**config.mk**
```make
export PLATFORM = sky130hd
export DESIGN_NAME = toggle_event_decoder
export DESIGN_NICKNAME = d
export VERILOG_FILES = /design/src/rtl/toggle_event_decoder.sv
export SDC_FILE = /design/constraint.sdc
export NUM_CORES = 1
export LEC_CHECK = 0
export CORE_MARGIN = 2
export CORE_UTILIZATION = 56
export DETAILED_ROUTE_END_ITERATION = 10
export MAX_ROUTING_LAYER = met4
export PLACE_DENSITY = 0.84
export SLEW_MARGIN = 40
export SYNTH_ARGS = -nofsm -noshare
export SYNTH_HDL_FRONTEND = slang
export SYNTH_SLANG_ARGS = --single-unit
```
**constraint.sdc**
```tcl
create_clock -name clk -period 5 [get_ports clk]
set_clock_uncertainty 0.1 [all_clocks]
set_input_delay 1.25 -clock clk [delete_from_list [all_inputs] [get_ports clk]]
set_output_delay 1.25 -clock clk [all_outputs]
set_load 0.005 [all_outputs]
```
**src/rtl/toggle_event_decoder.sv**
```systemverilog
// Receive side of a pulse-to-toggle link: synchronises tog_in, pulses evt per transition and
// hands accumulated event counts out over valid/ready. Optional macro: TOG_DEC_GLITCH_FILTER_EN.
module toggle_event_decoder #(
  parameter int SYNC_STAGES = 2,
  parameter int CNT_W       = 8
) (
  input  logic             clk,
  input  logic             rst,
  input  logic             tog_in,
  output logic             evt,
  output logic             cnt_valid,
  output logic [CNT_W-1:0] cnt_data,
  input  logic             cnt_ready,
  output logic             ovf,
  output logic [1:0]       dbg_state
);

  // Handshake: a count transfers on a rising edge where cnt_valid && cnt_ready; while
  // cnt_valid is high and cnt_ready low, cnt_data holds its value.

  typedef enum logic [1:0] {
    ST_EMPTY    = 2'd0,
    ST_PEND     = 2'd1,
    ST_PEND_ACC = 2'd2,
    ST_SAT      = 2'd3
  } state_t;

  localparam logic [CNT_W-1:0] ACC_MAX = '1;

  logic [SYNC_STAGES-1:0] s;
  logic                   s_last;
  logic                   tog_prev;
  logic                   tog_prev_n;
  logic                   det;
  logic [CNT_W-1:0]       acc;
  logic [CNT_W-1:0]       acc_n;
  logic [CNT_W-1:0]       data_n;
  logic [CNT_W-1:0]       det_ext;
  logic                   valid_n;
  logic                   ovf_n;
  logic                   free;
  logic                   handoff;
  state_t                 state;

  assign s_last = s[SYNC_STAGES-1];

`ifdef TOG_DEC_GLITCH_FILTER_EN
  logic s_f;
  logic stable;

  // tog_prev tracks the last accepted stable level, so a one-cycle excursion never registers.
  always_comb begin
    stable     = (s_last == s_f);
    det        = stable && (s_last != tog_prev);
    tog_prev_n = stable ? s_last : tog_prev;
  end

  always_ff @(posedge clk or negedge rst) begin
    if (!rst) s_f <= 1'b0;
    else      s_f <= s_last;
  end
`else
  always_comb begin
    det        = s_last ^ tog_prev;
    tog_prev_n = s_last;
  end
`endif

  always_comb begin
    free     = !cnt_valid || cnt_ready;
    handoff  = free && ((acc != '0) || det);
    det_ext  = {{(CNT_W-1){1'b0}}, det};
    acc_n    = acc;
    data_n   = cnt_data;
    valid_n  = cnt_valid;
    ovf_n    = ovf;
    if (handoff) begin
      valid_n = 1'b1;
      acc_n   = '0;
      // A saturated accumulator cannot absorb this cycle's event; it is counted as lost.
      if (acc == ACC_MAX) begin
        data_n = ACC_MAX;
        if (det) ovf_n = 1'b1;
      end else begin
        data_n = acc + det_ext;
      end
    end else begin
      if (cnt_valid && cnt_ready) valid_n = 1'b0;
      if (det) begin
        if (acc != ACC_MAX) acc_n = acc + 1'b1;
        else                ovf_n = 1'b1;
      end
    end
  end

  always_ff @(posedge clk or negedge rst) begin
    if (!rst) begin
      s         <= '0;
      tog_prev  <= 1'b0;
      evt       <= 1'b0;
      acc       <= '0;
      cnt_valid <= 1'b0;
      cnt_data  <= '0;
      ovf       <= 1'b0;
    end else begin
      s         <= {s[SYNC_STAGES-2:0], tog_in};
      tog_prev  <= tog_prev_n;
      evt       <= det;
      acc       <= acc_n;
      cnt_valid <= valid_n;
      cnt_data  <= data_n;
      ovf       <= ovf_n;
    end
  end

  // Logical state is fully implied by cnt_valid and acc; decoded only for observation.
  always_comb begin
    state = ST_PEND_ACC;
    if (acc == ACC_MAX)   state = ST_SAT;
    else if (!cnt_valid)  state = ST_EMPTY;
    else if (acc == '0)   state = ST_PEND;
    dbg_state = state;
  end

endmodule

```
---- Word level (Yosys, flattened, before mapping) ----
Cells that the tools add are included.
cells by class
  bitwise gates (word level) .............. 1
  eq/ne operators ......................... 5
  muxes and demuxes ....................... 14
  $add $sub $neg .......................... 2
  reductions and logical operators ........ 12
operator list
  operator                                                          count
  8-bit two-way mux                                                 4
  8-bit by 1-bit adder with 8-bit output                            1
  8-bit by 1-bit adder with 8-bit output (second input constant)    1
  8-bit equality test (second input constant)                       1
  8-bit zero test                                                   1
  8-bit != test (second input constant)                             1
  8-bit nonzero test                                                1
  1-bit two-way mux                                                 7
  2-bit two-way mux                                                 3
  2-bit nonzero test                                                3
  2-bit != test (second input constant)                             2
  4-bit AND reduction                                               1
  1-bit logical AND                                                 2
  1-bit logical OR                                                  2
  2-bit by 1-bit != test with 1-bit output (second input constant)  1
  2-bit AND reduction                                               1
  1-bit zero test                                                   1
  1-bit XOR                                                         1
storage, ports and cells
  output and inout bits ................... 13
  input port bits ......................... 4
  flip-flop bits (word level) ............. 22
  word-level logic and storage cells ...... 41

---- Logic depth before layout (Yosys ltp) ----
  word-level depth ........................ 5
  gate-level depth with buffers ........... 8
  depth with buffers taken out ............ 8

---- Worst setup path after synthesis ----
No wires, ideal clock.
  path kind ............................... register to output
  from .................................... reg acc[0]
  to ...................................... out dbg_state[0]
  cell stages (with the launch flop) ...... 7
  path buffers ............................ 0
  arrival ................................. 1221 ps
  setup slack ............................. 2429 ps
  required time ........................... 3650 ps
  cells stage by stage .................... dfrtp_1 inv_1 ha_1 nor4b_1 and2_1 nand2_1 nand2_1
between the ends
  longest elaborated chain between the ends .. 4
  elaborated cells on any way between the ends .. 5
  classes of those cells .................. 1 x eq/ne; 3 x mux; 1 x reduce/logical
ends and longest elaborated chain
  element                 line  source
  start, declared         35    logic [CNT_W-1:0] acc;
  start signal, assigned  109   acc <= acc_n;
  8-bit zero test         121   else if (acc == '0) state = ST_PEND;
  2-bit two-way mux       121
  2-bit two-way mux       120   else if (!cnt_valid) state = ST_EMPTY;
  2-bit two-way mux *     119   if (acc == ACC_MAX) state = ST_SAT;
  end, declared           15    output logic [1:0] dbg_state
Every way passes the cells marked *; elsewhere a longest branch is shown, timed or not.

---- Worst setup path after layout ----
  from .................................... reg acc[1]
  to ...................................... out dbg_state[0]
The elaborated chain is that of the path after synthesis.

==> results.md <==
- Max Cap Viol: 0
- Routed len/inst: 16.1 um
- Crit path launch type: register
- Post-Place Cells: 150
- Worst VDD drop: 0.000278 V
- Post-CTS Setup Bufs: 0
- CP delay by family, top: simple AND/OR/NAND/NOR gates
- Leakage Power: 0.551 nW
- Syn Area/Cell: 10.1 um2
- TritonCTS clock tree: yes
- Number of cell rows: 16
- Overflow after GRT: 0
- HP Class: register to register
- Hold Path Origin: s[0]
- Reg2reg path depth: 8
- Worst Max-Slew Pin Slew: 0.640 ns
- Required @ worst endpoint: 3.65 ns
- Synth Flop Type: dfrtp_1
- Synth top area share: 48.0%
- Fraction of registers with async set or reset after synthesis: 100%
- Crit Path Class: register to output pin
- Worst Path Arrival: 2.38 ns
- Vias in the first global route: 963
- Buffers on Ports: 16
- Fin util: 67.5%
- First-pass DRT Iterations: 4
- Diode count: 0
- WHS: 0.271 ns
- Critical-path cell list: inv_1 -> ha_1 -> nor4b_1 -> and2_1 -> nand2_1 -> nand2_1 -> clkdlybuf4s50_1
- Most numerous cell in the Yosys netlist: dfrtp_1
- Hold EP: s[1]
- Layout Nets: 137
- Synth cell count leaders: dfrtp_1, a31oi_1, nor2_1
- Die area: 2420 um2
- Final hold vios: 0
- Placed Area: 1290 um2
- Total negative slack: 0 ns
- Most used cell, CP: nand2_1
- Crit-path slowest cell: clkdlybuf4s50_1
- Top cells by area, synth: dfrtp_1, a31oi_1, ha_1
- Initial antenna violation count: 0
- Core Area: 1940 um2
- Layout cells sized above 1: 7.14%
- Initial core utilization: 59.0%
- R2r startpoint: tog_prev
- Layout area overhead: 14.4%
- Final period util: 74.5%
- Highest Clock Rate: 0.268 GHz
- Clock latency on the worst-skew pair: 0.31 ns
- Die H: 49.2 um
- CP max FO: 6
- Sequential fraction of the synthesis area: 48.0%
- RSZ-0062 raised after global routing: false
- Initial DRC count: 15
- CTS Buffer Depth: 2
- CTS H-tree depth: 1
- Buf/Inv on CP: 2
- PnR Total Power: 0.544 mW
- Cell area after layout: 1310 um2
- Clock root buffer: clkbuf_4
- First-pass GRT wire length: 4290 um
- Reg2Reg Capture Point: cnt_data[6]
- CP endpoint kind: output pin
- TritonCTS buffer count: 3
- DRC: 0
- IO Pins: 17
- Synth Instances: 114
- Dpl ws: 1.64 ns
- Synth warn: 0
- Via/cell ratio: 6.11
- Syn Nets: 123
- Netlist cell types: 33
- Final min period: 3.73 ns
- Fin cells: 153
- Min-Delay Path Depth: 0
- Routed wire length: 2470 um
- Final setup fails: 0
- Total GRT Usage: 23.7%
- Clock transition at path regs: 0.12 ns
- R2r setup slk: 2.32 ns
- Max-slew headroom: 57.0%
- Outcome: completed
- Post_cts resized: 0
- Chip width: 49.2 um
- Number of fill cells in the layout: 169
- Largest net degree at the start of global routing: 23
- CP peak stage delay: 0.51 ns
- Number of synthesized flops with an enable pin: 0
- Max-slew violation count: 0
- Post-Syn Area: 1150 um2
- Post-DP HPWL: 1790 um
- Area leader, netlist: dfrtp_1
- Setup ws final: 1.27 ns
- Pwr Density: 415 nW/um2
- Hold Buf Count CTS: 0
- Flops & latches, synth: 22
- Final Wtd Congestion: 0.846
- Clk sink count: 22
- ANT nets after route: 0
- Total number of vias: 935
how the worst max path moves through the flow:
stage	start	slack, ns	endpoint	cells after the start
floorplan	acc[0]	2.43	dbg_state[0]	6
global placement	acc[0]	1.77	dbg_state[0]	7
detailed placement	acc[1]	1.64	dbg_state[0]	7
CTS	acc[0]	1.28	dbg_state[0]	7
global route	acc[1]	1.09	dbg_state[0]	7
finish	acc[1]	1.27	dbg_state[0]	7
sequential cells by signal (all words and copies together) (netlist names):
signal	count
s	2
acc	8
ovf	1
cnt_valid	1
tog_prev	1
evt	1
cnt_data	8
report_power, final:
part           internal (mW)  switching [mW]
Sequential             0.214          0.0313
Combinational          0.118          0.0999
Clock                 0.0282          0.0528
cells by family after synthesis:
kind of cell | count (synthesis) | share of synthesized area (%)
simple gates | 38 | 17.8
compound gates | 30 | 16.3
flops | 22 | 48.0
buf+inv | 11 | 5.89
xor+xnor | 6 | 4.59
fa+ha+maj | 5 | 5.46
mux | 2 | 1.96
cell type report:
cell class | count | area [um2] | share of cell area [%]
clock buffer | 3 | 22.5 | 1.72
inverter | 4 | 15.0 | 1.15
multi-input combinational | 81 | 534 | 40.7
sequential | 22 | 551 | 42.0
tap | 27 | 33.8 | 2.58
timing repair buffer | 16 | 155 | 11.8
worst reg2reg max path, delay by kind of cell (launching register included):
| kind | cells | cell delay [ns] |
|---|---|---|
| XOR/XNOR | 1 | 0.54 |
| adder cells (fa/ha/maj) | 2 | 0.49 |
| flip-flops | 1 | 0.39 |
| buffers and inverters | 1 | 0.33 |
| multiplexers | 1 | 0.27 |
| AND/OR/NAND/NOR | 1 | 0.23 |
| AO/OA/AOI/OAI | 2 | 0.23 |
cell usage in the layout (no fill, tap or decap), types with 2 or more instances in the layout:
master / netlist / layout
dfrtp_1: 22 / 22
clkdlybuf4s50_1: 0 / 15
nor2_1: 10 / 10
a31oi_1: 10 / 9
a21oi_1: 9 / 9
nand2_1: 6 / 6
xnor2_1: 5 / 5
nand3_1: 5 / 5
ha_1: 5 / 5
inv_1: 4 / 4
nand2b_1: 3 / 3
clkbuf_4: 0 / 3
nand4_1: 2 / 2
nor3_1: 2 / 2
o21ai_0: 2 / 2
nor2b_1: 2 / 2
and3_1: 2 / 2
o21ai_1: 2 / 2
o211ai_1: 2 / 2
mux2_2: 2 / 2
routing by layer:
metal  part of all wire [%]  global-route usage [%]  up-vias
met1                     41                    27.5      446
met2                     50                    38.7       40
li1                       -                       -      436
met4                    4.7                    15.7        0
met3                    4.7                    2.76       13
met5                      0                       -        -
(Power assumes the default switching activity.)
